<file path="config.mk">
export PLATFORM = sky130hd
export DESIGN_NAME = shift_rows_unit
export DESIGN_NICKNAME = d
export VERILOG_FILES = /design/src/rtl/aes_pkg.sv /design/src/rtl/shift_rows_perm.sv /design/src/rtl/shift_rows_unit.sv
export SDC_FILE = /design/constraint.sdc
export NUM_CORES = 1
export LEC_CHECK = 0
export BUFFER_PORTS_ARGS = -buffer_cell sky130_fd_sc_hd__clkbuf_2
export CAP_MARGIN = 20
export CORE_UTILIZATION = 42
export CTS_BUF_LIST = sky130_fd_sc_hd__clkbuf_2
export DETAILED_ROUTE_END_ITERATION = 6
export GPL_ROUTABILITY_DRIVEN = 0
export GPL_TIMING_DRIVEN = 0
export HOLD_SLACK_MARGIN = 0.1
export PLACE_DENSITY = 0.68
export SLEW_MARGIN = 10
export SYNTH_ARGS = -nofsm -noshare
export SYNTH_HDL_FRONTEND = slang
export SYNTH_SLANG_ARGS = --single-unit
</file>
<file path="constraint.sdc">
create_clock -name clk -period 4.8 [get_ports clk]
set_input_delay 0.96 -clock clk [delete_from_list [all_inputs] [get_ports clk]]
set_output_delay 0.96 -clock clk [all_outputs]
set_load 0.01 [all_outputs]
</file>
<file path="src/rtl/aes_pkg.sv">
// Shared Rijndael helpers for the round-pipeline stages: legal block widths,
// ShiftRows row offsets, state byte addressing and the skid-buffer occupancy type.
package aes_pkg;

  localparam int NB_LEGAL [3] = '{4, 6, 8};

  typedef enum logic [1:0] {
    OCC_EMPTY = 2'd0,
    OCC_ONE   = 2'd1,
    OCC_FULL  = 2'd2
  } occ_t;

  function automatic bit nb_is_legal(input int nb);
    nb_is_legal = 1'b0;
    for (int i = 0; i < 3; i++) begin
      if (NB_LEGAL[i] == nb) nb_is_legal = 1'b1;
    end
  endfunction

  // 256-bit blocks use offsets 0,1,3,4; the narrower blocks use 0,1,2,3.
  function automatic int shift_off(input int nb, input int r);
    return (nb == 8 && r >= 2) ? r + 1 : r;
  endfunction

  function automatic int byte_lsb(input int r, input int c);
    return c * 32 + r * 8;
  endfunction

endpackage

</file>
<file path="src/rtl/shift_rows_perm.sv">
// Combinational ShiftRows / InvShiftRows byte permutation for an NB-column state.
// All column indices are resolved at elaboration, so the mux is pure wiring.
module shift_rows_perm
  import aes_pkg::*;
#(
  parameter int NB = 4
) (
  input  logic              i_inv,
  input  logic [32*NB-1:0]  i_state,
  output logic [32*NB-1:0]  o_state
);

  for (genvar r = 0; r < 4; r++) begin : g_row
    for (genvar c = 0; c < NB; c++) begin : g_col
      localparam int FWD_COL = (c + shift_off(NB, r)) % NB;
      localparam int INV_COL = (c - shift_off(NB, r) + NB) % NB;

      assign o_state[byte_lsb(r, c) +: 8] = i_inv ? i_state[byte_lsb(r, INV_COL) +: 8]
                                                  : i_state[byte_lsb(r, FWD_COL) +: 8];
    end
  end

endmodule

</file>
<file path="src/rtl/shift_rows_unit.sv">
// Registered ShiftRows stage: permutes on enqueue into a 2-entry head/skid buffer
// with valid/ready on both sides; in_ready comes only from registered state and rst.
module shift_rows_unit
  import aes_pkg::*;
#(
  parameter int NB    = 4,
  parameter int TAG_W = 4
) (
  input  logic              clk,
  input  logic              rst,
  input  logic              in_valid,
  output logic              in_ready,
  input  logic              in_inv,
  input  logic [TAG_W-1:0]  in_tag,
  input  logic [32*NB-1:0]  in_state,
  output logic              out_valid,
  input  logic              out_ready,
  output logic [TAG_W-1:0]  out_tag,
  output logic [32*NB-1:0]  out_state
);

  if (!nb_is_legal(NB)) begin : g_bad_nb
    $error("shift_rows_unit: NB=%0d is not a legal Rijndael block width (4, 6 or 8)", NB);
  end

  occ_t               r_count;
  occ_t               w_count_next;
  logic [32*NB-1:0]   r_head_state;
  logic [TAG_W-1:0]   r_head_tag;
  logic [32*NB-1:0]   r_skid_state;
  logic [TAG_W-1:0]   r_skid_tag;
  logic [32*NB-1:0]   w_perm_state;
  logic               w_push;
  logic               w_pop;
  logic               w_load_head_in;
  logic               w_load_head_skid;
  logic               w_load_skid;

  shift_rows_perm #(.NB(NB)) u_perm (
    .i_inv   (in_inv),
    .i_state (in_state),
    .o_state (w_perm_state)
  );

  assign w_push = in_valid & in_ready;
  assign w_pop  = out_valid & out_ready;

  // NOTE: sequential state uses non-blocking assignments so every register
  // samples pre-edge values regardless of process ordering.
  always_ff @(posedge clk) begin
    if (rst) r_count <= OCC_EMPTY;
    else     r_count <= w_count_next;
  end

  // NOTE: every always_comb output gets a default first so no path infers a latch.
  always_comb begin
    w_count_next = r_count;
    unique case (r_count)
      OCC_EMPTY: if (w_push) w_count_next = OCC_ONE;
      OCC_ONE: begin
        if (w_push && !w_pop)      w_count_next = OCC_FULL;
        else if (!w_push && w_pop) w_count_next = OCC_EMPTY;
      end
      OCC_FULL:  if (w_pop) w_count_next = OCC_ONE;
      default:   w_count_next = OCC_EMPTY;
    endcase
  end

  always_comb begin
    in_ready         = !rst && (r_count != OCC_FULL);
    out_valid        = !rst && (r_count != OCC_EMPTY);
    out_state        = rst ? '0 : r_head_state;
    out_tag          = rst ? '0 : r_head_tag;
    w_load_head_in   = 1'b0;
    w_load_head_skid = 1'b0;
    w_load_skid      = 1'b0;
    unique case (r_count)
      OCC_EMPTY: w_load_head_in = w_push;
      OCC_ONE: begin
        w_load_head_in = w_push && w_pop;
        w_load_skid    = w_push && !w_pop;
      end
      OCC_FULL:  w_load_head_skid = w_pop;
      default: ;
    endcase
  end

  // NOTE: buffer data is cleared on reset so out_state/out_tag read zero until
  // the first block arrives; this costs a reset mux on every storage bit.
  always_ff @(posedge clk) begin
    if (rst) begin
      r_head_state <= '0;
      r_head_tag   <= '0;
      r_skid_state <= '0;
      r_skid_tag   <= '0;
    end else begin
      if (w_load_head_in) begin
        r_head_state <= w_perm_state;
        r_head_tag   <= in_tag;
      end else if (w_load_head_skid) begin
        r_head_state <= r_skid_state;
        r_head_tag   <= r_skid_tag;
      end
      if (w_load_skid) begin
        r_skid_state <= w_perm_state;
        r_skid_tag   <= in_tag;
      end
    end
  end

endmodule

</file>
==> After elaboration in Yosys (flattened, before gate mapping) <==
Index checks and enable logic that the tools add are counted.
W data, S select, Z words.
{ "totals": {"elab_cells": 47, "output_inout_bits": 134, "reg_bits": 266, "inputBits": 137} }
{ "classes": {"mux": 22, "bitwise_logic": 2, "n_eq_ne": 6, "n_reduce_logical": 12} }
{ "ops": {"columns": ["op", "n"], "rows": [
  ["$mux W128", 3],
  ["$mux W8", 8],
  ["$mux W4", 3],
  ["$mux W2", 4],
  ["$ne A2 B2 Y1 const B", 3],
  ["$pmux W2 S3", 1],
  ["$logic_and A1 B1 Y1", 5],
  ["$reduce_bool A2 Y1", 2],
  ["$logic_not A1 Y1", 3],
  ["$ne A3 B3 Y1 const B", 1],
  ["$reduce_and A3 Y1", 1],
  ["$and A1 B1 Y1", 2],
  ["$eq A2 B1 Y1 const B", 1],
  ["$eq A2 B2 Y1 const B", 1],
  ["$logic_not A2 Y1", 1],
  ["$mux W1", 2],
  ["$pmux W1 S2", 1]
]} }

==> Depth between registers and ports, before layout <==
Gate-level depths: netlist of the first run.
{ "depth": {"word_depth": 8, "depth_mapped": 11} }

==> Modules after synthesis <==
A second synthesis of the first run with hierarchy kept.
{ "hier_totals": {"hier_cells": 1653, "area_unflattened_um2": 13349.1} }
{ "by_module_without_submodules": {"columns": ["mod", "cells_per_inst", "instances", "area_per_inst_um2"], "rows": [
  ["shift_rows_unit", 1518, 1, 11791.3],
  ["shift_rows_perm", 135, 1, 1557.7]
]} }

==> Worst setup path before layout of the first run <==
Ideal clock, no wire load.
{ "synth_path": {"path_kind": "input port to flip-flop", "from": "input rst", "to": "register r_skid_state[104]", "path_slack_ns": 1.781, "arrival_ns": 2.881, "required_time_ns": 4.663, "stages": 10, "setup_time_ns": 0.137, "path_cell_list": "buf_2 > clkbuf_1 > a21oi_1 > and2_1 > ha_1 > and3b_1 > clkbuf_1 > clkbuf_1 > clkbuf_1 > a211oi_1"} }
{ "synth_between": {"elab_cells_between_ends": 8} }
{ "synth_rtl": {"columns": ["item", "line_no", "source"], "rows": [
  ["from (decl)", "shift_rows_unit.sv:10", "input logic rst,"],
  ["$logic_not A1 Y1", "shift_rows_unit.sv:70", "in_ready = !rst && (r_count != OCC_FULL);"],
  ["$logic_and A1 B1 Y1", "shift_rows_unit.sv:70", null],
  ["named net in_ready", "shift_rows_unit.sv:12", "output logic in_ready,"],
  ["$and A1 B1 Y1", "shift_rows_unit.sv:45", "assign w_push = in_valid & in_ready;"],
  ["$logic_and A1 B1 Y1", "shift_rows_unit.sv:81", "w_load_skid = w_push && !w_pop;"],
  ["$mux W1", "shift_rows_unit.sv:77", "unique case (r_count)"],
  ["to (signal assigned)", "shift_rows_unit.sv:105", "r_skid_state <= w_perm_state;"],
  ["to (decl)", "shift_rows_unit.sv:30", "logic [32*NB-1:0] r_skid_state;"]
]} }
The timed path passes the listed nets, and every way through them passes these cells.
A chain may end at the register's enable or synchronous reset.

==> Final worst setup path of the first run <==
{ "layout_path": {"from": "input rst", "to": "output out_state[92]"} }
{ "layout_between": {"elab_chain_cells": 1} }
{ "layout_rtl": {"columns": ["item", "line_no", "source"], "rows": [
  ["$mux W128", "shift_rows_unit.sv:72", "out_state = rst ? '0 : r_head_state;"],
  ["to (decl)", "shift_rows_unit.sv:19", "output logic [32*NB-1:0] out_state"]
]} }
No other way between the ends.

==> flow_summary.json, run 1 <==
{
  "status": "completed",
  "synth-xor-area-share": 0,
  "power.density_nw_per_um2": 313.5,
  "yosys.area_share.adder": 0.001971,
  "drv_slew": 0,
  "leakage_nw": 5.796,
  "crit_type": "input pin to output port",
  "synth_top_family_by_area": "simple AND/OR/NAND/NOR gates",
  "ioPinCount": 271,
  "syn_area_per_cell_sq_um": 8.200,
  "stdcell_area_sq_um": 15170,
  "finalCriticalPeriod_ns": 3.810,
  "rows": 63,
  "drcViolationCount": 0,
  "fmax_mhz": 262.4,
  "rrSetupSlack_ns": 1.63,
  "setup_viol_count_final": 0,
  "drt-total-wl_mm": 43.83,
  "tritoncts": "yes",
  "internal-power_mw": 3.277,
  "clk_pin_slew_worst_paths_ns": 0.10,
  "worstReg2RegEnd": "r_skid_state[120]",
  "regArea_sq_um": 5325,
  "hold_class": "input pin to register",
  "worst_slack_ns": 0.9897,
  "setup-tns-final_ns": 0,
  "p_clk_frac": 0.343,
  "power_frac_seq": 0.504,
  "synthMuxAreaShare": 0.05481,
  "start_kind": "input pin",
  "grt_antenna_before_repair": 6,
  "grt_pass1_vias": 12170,
  "ant_nets": 0,
  "cap_violations": 0,
  "p_total_mw": 4.756,
  "grt-ovfl-total": 0,
  "vdd_ir_drop_max_mv": 0.1362,
  "combPwrFrac": 0.153,
  "cts_resized": 0,
  "synth-simple-area-share": 0.2420,
  "ys_ff_latch": 266,
  "clock_sinks": 266,
  "worstPathArrival_ns": 2.85,
  "root_buffer": "clkbuf_2",
  "timing.final.crit_share": 0.7938,
  "fin_cells": 2335,
  "synthCells": 1548,
  "cts_max_level": 3,
  "cts_hold_repair.buffers": 0,
  "preCtsSetupSlack_ns": 0.6315,
  "r2r_start": "r_count[0]",
  "grtUsageTotal": 0.2794,
  "worstPathMaxFanout": 10,
  "multi_input_area_sq_um": 6675,
  "grt_max_degree": 11,
  "via_per_inst": 5.484,
  "die_area_sq_um": 30920,
  "drive_gt1_frac": 0.2741,
  "drt_iter0_drc": 1071,
  "cp-startpoint": "rst",
  "hold_viol": 0,
  "max_slew_margin": 0.2736,
  "final_cell_mix": "nand2_1, clkbuf_2, dfxtp_1",
  "cts_buffers": 73,
  "yosysWarnings": 0,
  "port-buffer-count": 268,
  "worstSetupEndpoint": "out_state[92]",
  "synth_nets": 1687,
  "routed-via-count": 12810,
  "firstDrtPassIters": 5,
  "placedCellCount": 2206,
  "grt_setup_unrepaired": "false",
  "fin_worst_skew_ns": 0.04985,
  "wl_per_cell_microns": 18.77,
  "tightest_slew_ns": 1.090,
  "ys_seq_area_frac": 0.4195,
  "end_kind": "output port",
  "cp_data_required_time_ns": 3.84,
  "clkLatencyLatePin_ns": 0.84,
  "core_sq_um": 29720,
  "cts_buffer_depth": 3,
  "fill_cells": 2926,
  "die_w_microns": 175.8,
  "ff2ff_path_depth": 10,
  "dp_hpwl_mm": 31.98,
  "grt_pass1_wl_mm": 67.15,
  "die_y_microns": 175.8,
  "postCtsSetupBuffers": 0,
  "switching_share": 0.3110,
  "synth_area_sq_um": 12690,
  "switching_power_mw": 1.479,
  "nets": 2030,
  "yosys.cell_types.count": 24,
  "start_util": 0.4271,
  "place_area_sq_um": 14520,
  "final_common_cell": "nand2_1",
  "synth_compound_area_frac": 0.2271,
  "synthToLayoutAreaGrowth_pct": 19.50
}
worst max-delay path: stages:
cell,delay [ns]
buf_2,0.16
clkbuf_1,0.83
clkbuf_1,0.53
nor2b_1,0.19
clkbuf_2,0.18
layout make-up:
cell class | count | area share
clock inverter | 15 | 0.005609
buffer | 157 | 0.04545
sequential | 266 | 0.3511
timing repair buffer | 268 | 0.08843
tap | 390 | 0.03217
multi-input combinational | 1124 | 0.4401
clock buffer | 110 | 0.03629
antenna | 4 | 0.0006599
inverter | 1 | 0.0002475
Yosys cell counts:
library cell / number / area share
a21oi_1: 182 / 0.072
a311oi_2: 80 / 0.095
buf_6: 11 / 0.0098
nand3b_1: 2 / 0.0012
nor4bb_1: 1 / 0.00079
nor2b_1: 134 / 0.066
mux2i_1: 20 / 0.016
and3b_1: 1 / 0.00069
inv_1: 1 / 0.00030
and2_1: 3 / 0.0015
dfxtp_1: 266 / 0.42
a211oi_1: 22 / 0.013
nand4bb_1: 1 / 0.00089
ha_1: 2 / 0.0020
buf_2: 14 / 0.0055
nor3_1: 46 / 0.018
a311oi_1: 52 / 0.036
mux2_2: 44 / 0.039
buf_1: 10 / 0.0030
or4b_4: 1 / 0.0011
nor2_1: 111 / 0.033
nand2_1: 402 / 0.12
clkbuf_1: 122 / 0.036
a21boi_0: 20 / 0.012
cells by family after synthesis:
logic type      Yosys count
simple gates            702
compound gates          356
flops                   266
buf+inv                 158
mux                      64
fa+ha+maj                 2
stage by stage:
stage               hold slack, ns    util
global route                0.3016  0.5102
global placement            0.4415  0.4887
CTS                         0.2687  0.5101
floorplan                   0.4366       -
detailed placement          0.4470  0.4887
finish                      0.3210  0.5104
layer usage:
layer / vias up / global-route usage / wire length [microns]
met5: - / 0 / 36
met4: 6 / 0.1098 / 1260
met3: 101 / 0.05368 / 3525
met2: 576 / 0.4471 / 20190
met1: 6089 / 0.3693 / 18820
li1: 6034 / - / -
worst min path at each step:
| stage | start | end | slack, ns | cells after the start |
|---|---|---|---|---|
| detailed placement | r_skid_tag[2] | r_skid_tag[2] | 0.45 | 2 |
| CTS | in_state[37] | r_skid_state[37] | 0.27 | 3 |
| global route | in_state[81] | r_skid_state[17] | 0.30 | 3 |
| floorplan | r_skid_state[0] | r_skid_state[0] | 0.44 | 2 |
| global placement | r_skid_state[116] | r_skid_state[116] | 0.44 | 2 |
| finish | in_tag[1] | r_skid_tag[1] | 0.32 | 3 |
registers in the layout, summed over array words and instances (netlist names):
name / cells
r_count: 2
r_head_state: 128
r_head_tag: 4
r_skid_state: 128
r_skid_tag: 4
power by group through the flow:
| stage | registers, mW | logic [mW] | clock network, mW |
|---|---|---|---|
| floorplan | 2.42 | 0.457 | 0 |
| global placement | 2.44 | 0.712 | 0 |
| detailed placement | 2.44 | 0.722 | 0 |
| CTS | 2.39 | 0.725 | 1.66 |
| global route | 2.41 | 0.789 | 1.78 |
| finish | 2.39 | 0.730 | 1.63 |
Power figures use the tool's default switching activity.
==> inputs of run 2 (changes only) <==
--- a/config.mk
+++ b/config.mk
@@ -13,7 +13,7 @@
 export GPL_ROUTABILITY_DRIVEN = 0
 export GPL_TIMING_DRIVEN = 0
 export HOLD_SLACK_MARGIN = 0.1
-export PLACE_DENSITY = 0.68
+export PLACE_DENSITY = 0.71
 export SLEW_MARGIN = 10
 export SYNTH_ARGS = -nofsm -noshare
 export SYNTH_HDL_FRONTEND = slang
==> constraint.sdc (replaced) <==
create_clock -name clk -period 3.4 [get_ports clk]
set_input_delay 0.68 -clock clk [delete_from_list [all_inputs] [get_ports clk]]
set_output_delay 0.68 -clock clk [all_outputs]
set_load 0.01 [all_outputs]
==> flow_summary.json, run 2 (same netlist as run 1, synthesis figures left out) <==
{
  "status": "finished with violations",
  "violations": "DRC",
  "fill_cells": 2889,
  "worstPathArrival_ns": 3.96,
  "grt_antenna_before_repair": 5,
  "tightest_slew_ns": 1.058,
  "via_per_inst": 5.468,
  "hold_class": "input pin to register",
  "place_area_sq_um": 14520,
  "finalCriticalPeriod_ns": 3.290,
  "drive_gt1_frac": 0.2623,
  "cts_buffer_depth": 3,
  "die_w_microns": 175.8,
  "clk_pin_slew_worst_paths_ns": 0.10,
  "clkLatencyLatePin_ns": 0.85,
  "drcViolationCount": 3,
  "final_cell_mix": "nand2_1, clkbuf_2, dfxtp_1",
  "path_common_cell": "clkbuf_1",
  "nets": 2095,
  "firstDrtPassIters": 7,
  "grt_setup_unrepaired": "false",
  "setup-tns-final_ns": 0,
  "cts_buffers": 70,
  "ant_nets": 0,
  "die_area_sq_um": 30920,
  "port-buffer-count": 268,
  "grt_pass1_wl_mm": 67.44,
  "crit_type": "register to register",
  "wl_per_cell_microns": 18.55,
  "setup_viol_count_final": 0,
  "die_y_microns": 175.8,
  "grt-ovfl-total": 0,
  "cp_data_required_time_ns": 4.07,
  "slowest_delay_ns": 0.67,
  "ioPinCount": 271,
  "vdd_ir_drop_max_mv": 0.2218,
  "cts_max_level": 3,
  "stdcell_area_sq_um": 15770,
  "placedCellCount": 2206,
  "root_buffer": "clkbuf_2",
  "core_sq_um": 29720,
  "final_common_cell": "nand2_1",
  "grt_max_degree": 11,
  "clock_sinks": 266,
  "leakage_nw": 6.034,
  "drt_iter0_drc": 1054,
  "reg_top3": "r_head_state (128), r_skid_state (128)",
  "routed-via-count": 13050,
  "grtUsageTotal": 0.2795,
  "postLayoutCoreUtil": 0.5308,
  "grt_pass1_vias": 12410,
  "dp_hpwl_mm": 31.79,
  "cts_resized": 0,
  "synthToLayoutAreaGrowth_pct": 24.27,
  "critical_path.cell_chain": "buf_2 > inv_1 > a21oi_1 > and2_1 > ha_1 > and3b_1 > clkbuf_1 > clkbuf_1 > clkbuf_1 > a211oi_1",
  "fin_cells": 2386,
  "fmax_mhz": 303.9,
  "drt-total-wl_mm": 44.25,
  "tritoncts": "yes",
  "fin_worst_skew_ns": 0.05184,
  "hold_viol": 0,
  "max_slew_margin": 0.2946,
  "postCtsSetupBuffers": 0,
  "slowest_stage": "clkbuf_1",
  "p_total_mw": 6.669,
  "worstPathMaxFanout": 10,
  "start_kind": "register",
  "power.density_nw_per_um2": 422.8,
  "cap_violations": 0,
  "start_util": 0.4271,
  "rows": 63,
  "drv_slew": 0,
  "end_kind": "register",
  "timing.final.crit_share": 0.9678
}
-- run 2: changes by cell type in the layout (fill, tap and decap cells not counted) --
| cell | change |
|---|---|
| clkinv_1 | -6 |
| diode_2 | -2 |
| clkinv_2 | -2 |
| dlygate4sd3_1 | +68 |
| clkbuf_2 | -9 |
| inv_2 | +2 |
-- run 2: per-layer routing --
layer	track usage	vias to the layer above	share of wire
met5	0	-	0.00095
met4	0.1250	6	0.039
met3	0.05433	120	0.076
met1	0.3627	6191	0.43
li1	-	6160	-
met2	0.4481	569	0.45
-- run 2: layout make-up --
cell class / count / area (sq um) / area share
clock buffers: 101 / 505.5 / 0.03205
repair buffers: 336 / 2022 / 0.1282
plain buffers: 157 / 689.4 / 0.04371
clock inverters: 9 / 60.06 / 0.003807
inverters: 1 / 3.754 / 0.0002380
diodes: 2 / 5.005 / 0.0003173
multi-input cells: 1124 / 6675 / 0.4232
well taps: 390 / 488.0 / 0.03094
flip-flops and latches: 266 / 5325 / 0.3376
-- run 2: report_power, final --
part | internal [mW] | switching, mW | total, mW
registers | 3.29 | 0.0923 | 3.38
logic | 0.465 | 0.626 | 1.09
clock network | 0.848 | 1.35 | 2.20
total | 4.60 | 2.07 | 6.67
-- run 2: path summary, 6_finish.rpt --
check / startpoint / endpoint / slack [ns] / cells after the start
setup reg to reg: r_count[0] / r_skid_state[123] / 0.11 / 10
hold / removal: out_ready / r_count[0] / 0.23 / 3
hold reg to reg: r_skid_state[111] / r_head_state[111] / 0.44 / 2
setup / recovery: r_count[0] / r_skid_state[123] / 0.11 / 10
-- run 2: stage by stage --
stage / hold WS [ns] / worst slack (ns)
after floorplan: 0.4366 / 0.6613
after global placement: 0.4417 / -0.5641
after detailed placement: 0.4465 / -0.6233
after CTS: 0.1038 / 0.1464
after global routing: 0.1935 / 0.01674
final: 0.2287 / 0.1096
-- run 2: what timing repair did --
action	4_1_cts	5_1_grt
endpoints found under the setup margin	0	0
hold endpoints to repair	71	2
hold buffers	66	2
-- run 2: worst max-delay path: cells and delay by family (launching register included) --
family,cells,cell delay [ns]
flops,1,0.36
fa+ha+maj,1,0.16
compound gates,2,0.32
simple gates,2,0.35
buf+inv,5,1.94
==> inputs of run 3 (changes only) <==
--- a/config.mk
+++ b/config.mk
@@ -13,6 +13,7 @@
 export GPL_ROUTABILITY_DRIVEN = 0
 export GPL_TIMING_DRIVEN = 0
 export HOLD_SLACK_MARGIN = 0.1
+export MAX_ROUTING_LAYER = met4
 export PLACE_DENSITY = 0.71
 export SLEW_MARGIN = 10
 export SYNTH_ARGS = -nofsm -noshare
==> constraint.sdc (replaced) <==
create_clock -name clk -period 3.4 [get_ports clk]
set_input_delay 0.51 -clock clk [delete_from_list [all_inputs] [get_ports clk]]
set_output_delay 0.51 -clock clk [all_outputs]
set_load 0.01 [all_outputs]
==> flow_summary.json, run 3 (same netlist as run 1, synthesis figures left out) <==
{
  "die_y_microns": 175.8,
  "rows": 63,
  "fin_worst_skew_ns": 0.06338,
  "worst_slack_ns": 0.1347,
  "final_cell_mix": "nand2_1, clkbuf_2, dfxtp_1",
  "clock_sinks": 266,
  "core_sq_um": 29720,
  "cap_violations": 0,
  "start_kind": "register",
  "leakage_nw": 6.080,
  "postCtsSetupBuffers": 0,
  "drt_iter0_drc": 1045,
  "stdcell_area_sq_um": 15890,
  "setup_viol_count_final": 0,
  "end_kind": "register",
  "power.density_nw_per_um2": 420.6,
  "via_per_inst": 5.468,
  "routed-via-count": 13120,
  "fmax_mhz": 306.2,
  "grt_antenna_before_repair": 5,
  "die_area_sq_um": 30920,
  "place_area_sq_um": 14520,
  "multi_input_area_sq_um": 6675,
  "worstPathArrival_ns": 3.92,
  "status": "completed",
  "worstPathMaxFanout": 10,
  "grtUsageTotal": 0.2898,
  "tritoncts": "yes",
  "clkLatencyLatePin_ns": 0.86,
  "vdd_ir_drop_max_mv": 0.2177,
  "hold_viol": 0,
  "die_w_microns": 175.8,
  "drcViolationCount": 0,
  "start_util": 0.4271,
  "dp_hpwl_mm": 31.79,
  "ant_nets": 0,
  "final_common_cell": "nand2_1",
  "grt_max_degree": 11,
  "crit_type": "register to register",
  "cts_buffer_depth": 3,
  "whs_path_depth": 4,
  "fill_cells": 2874,
  "ff2ff_path_depth": 10,
  "grt_pass1_vias": 12470,
  "reg_top3": "r_head_state (128), r_skid_state (128)",
  "synthToLayoutAreaGrowth_pct": 25.19,
  "drv_slew": 0,
  "port-buffer-count": 268,
  "ioPinCount": 271,
  "tightest_slew_ns": 1.082,
  "drive_gt1_frac": 0.2608,
  "regArea_sq_um": 5325,
  "cts_max_level": 3,
  "clk_pin_slew_worst_paths_ns": 0.11,
  "drt-total-wl_mm": 44.42,
  "firstDrtPassIters": 7,
  "preCtsSetupSlack_ns": -0.4533,
  "wl_per_cell_microns": 18.51,
  "grt-ovfl-total": 0,
  "timing.final.crit_share": 0.9604,
  "root_buffer": "clkbuf_2",
  "hold_class": "input pin to register",
  "setup-tns-final_ns": 0,
  "nets": 2106,
  "cts_buffers": 70,
  "cts_resized": 0,
  "grt_setup_unrepaired": "false",
  "grt_pass1_wl_mm": 67.94,
  "p_total_mw": 6.685,
  "cp_data_required_time_ns": 4.06,
  "max_slew_margin": 0.2784,
  "finalCriticalPeriod_ns": 3.265,
  "postLayoutCoreUtil": 0.5348
}
## run 3: cell count changes in the layout (fill, tap and decap cells not counted), sizes merged
cell / previous run / this run
diode: 2 / 5
dlygate4sd3: 68 / 79
## run 3: report_power, final
| part | leakage [nW] | switching [mW] | total, mW | internal, mW |
|---|---|---|---|---|
| registers | 2.17 | 0.0916 | 3.38 | 3.29 |
| clock network | 0.454 | 1.35 | 2.20 | 0.848 |
| logic | 3.45 | 0.631 | 1.11 | 0.475 |
## run 3: repair_timing
action / in CTS / in global routing
endpoints found under the hold margin: 144 / 0
hold buffers: 79 / 0
setup endpoints to repair: 0 / 0
## run 3: worst paths after layout
kind | start | end | slack (ns)
max | r_count[0] | r_skid_state[123] | 0.13
min | in_state[47] | r_skid_state[15] | 0.11
min reg2reg | r_skid_state[111] | r_head_state[111] | 0.43
max reg2reg | r_count[0] | r_skid_state[123] | 0.13
## run 3: metal layers
layer	track usage	routed length (microns)
met3	0.05065	3303
met2	0.4531	20370
met5	-	0
met4	0.1232	1678
met1	0.3672	19070
## run 3: through the flow
step,instances,hold slack [ns]
floorplan,1548,0.4366
global placement,2206,0.4417
detailed placement,2206,0.4465
CTS,2395,0.1005
global route,2399,0.1159
finish,2400,0.1081
## run 3: layout make-up
| cell class | instances | area share |
|---|---|---|
| Tap cell | 390 | 0.03071 |
| Sequential cell | 266 | 0.3351 |
| Buffer | 157 | 0.04338 |
| Clock inverter | 9 | 0.003779 |
| Inverter | 1 | 0.0002362 |
| Clock buffer | 101 | 0.03181 |
| Timing Repair Buffer | 347 | 0.1342 |
| Multi-Input combinational cell | 1124 | 0.4200 |
| Antenna cell | 5 | 0.0007873 |
## run 3: critical path, cell delays in order (launching register included)
cell,delay (ns)
dfxtp_1,0.36
buf_2,0.21
inv_1,0.07
a21oi_1,0.16
and2_1,0.20
ha_1,0.17
and3b_1,0.15
clkbuf_1,0.49
clkbuf_1,0.67
clkbuf_1,0.49
a211oi_1,0.15
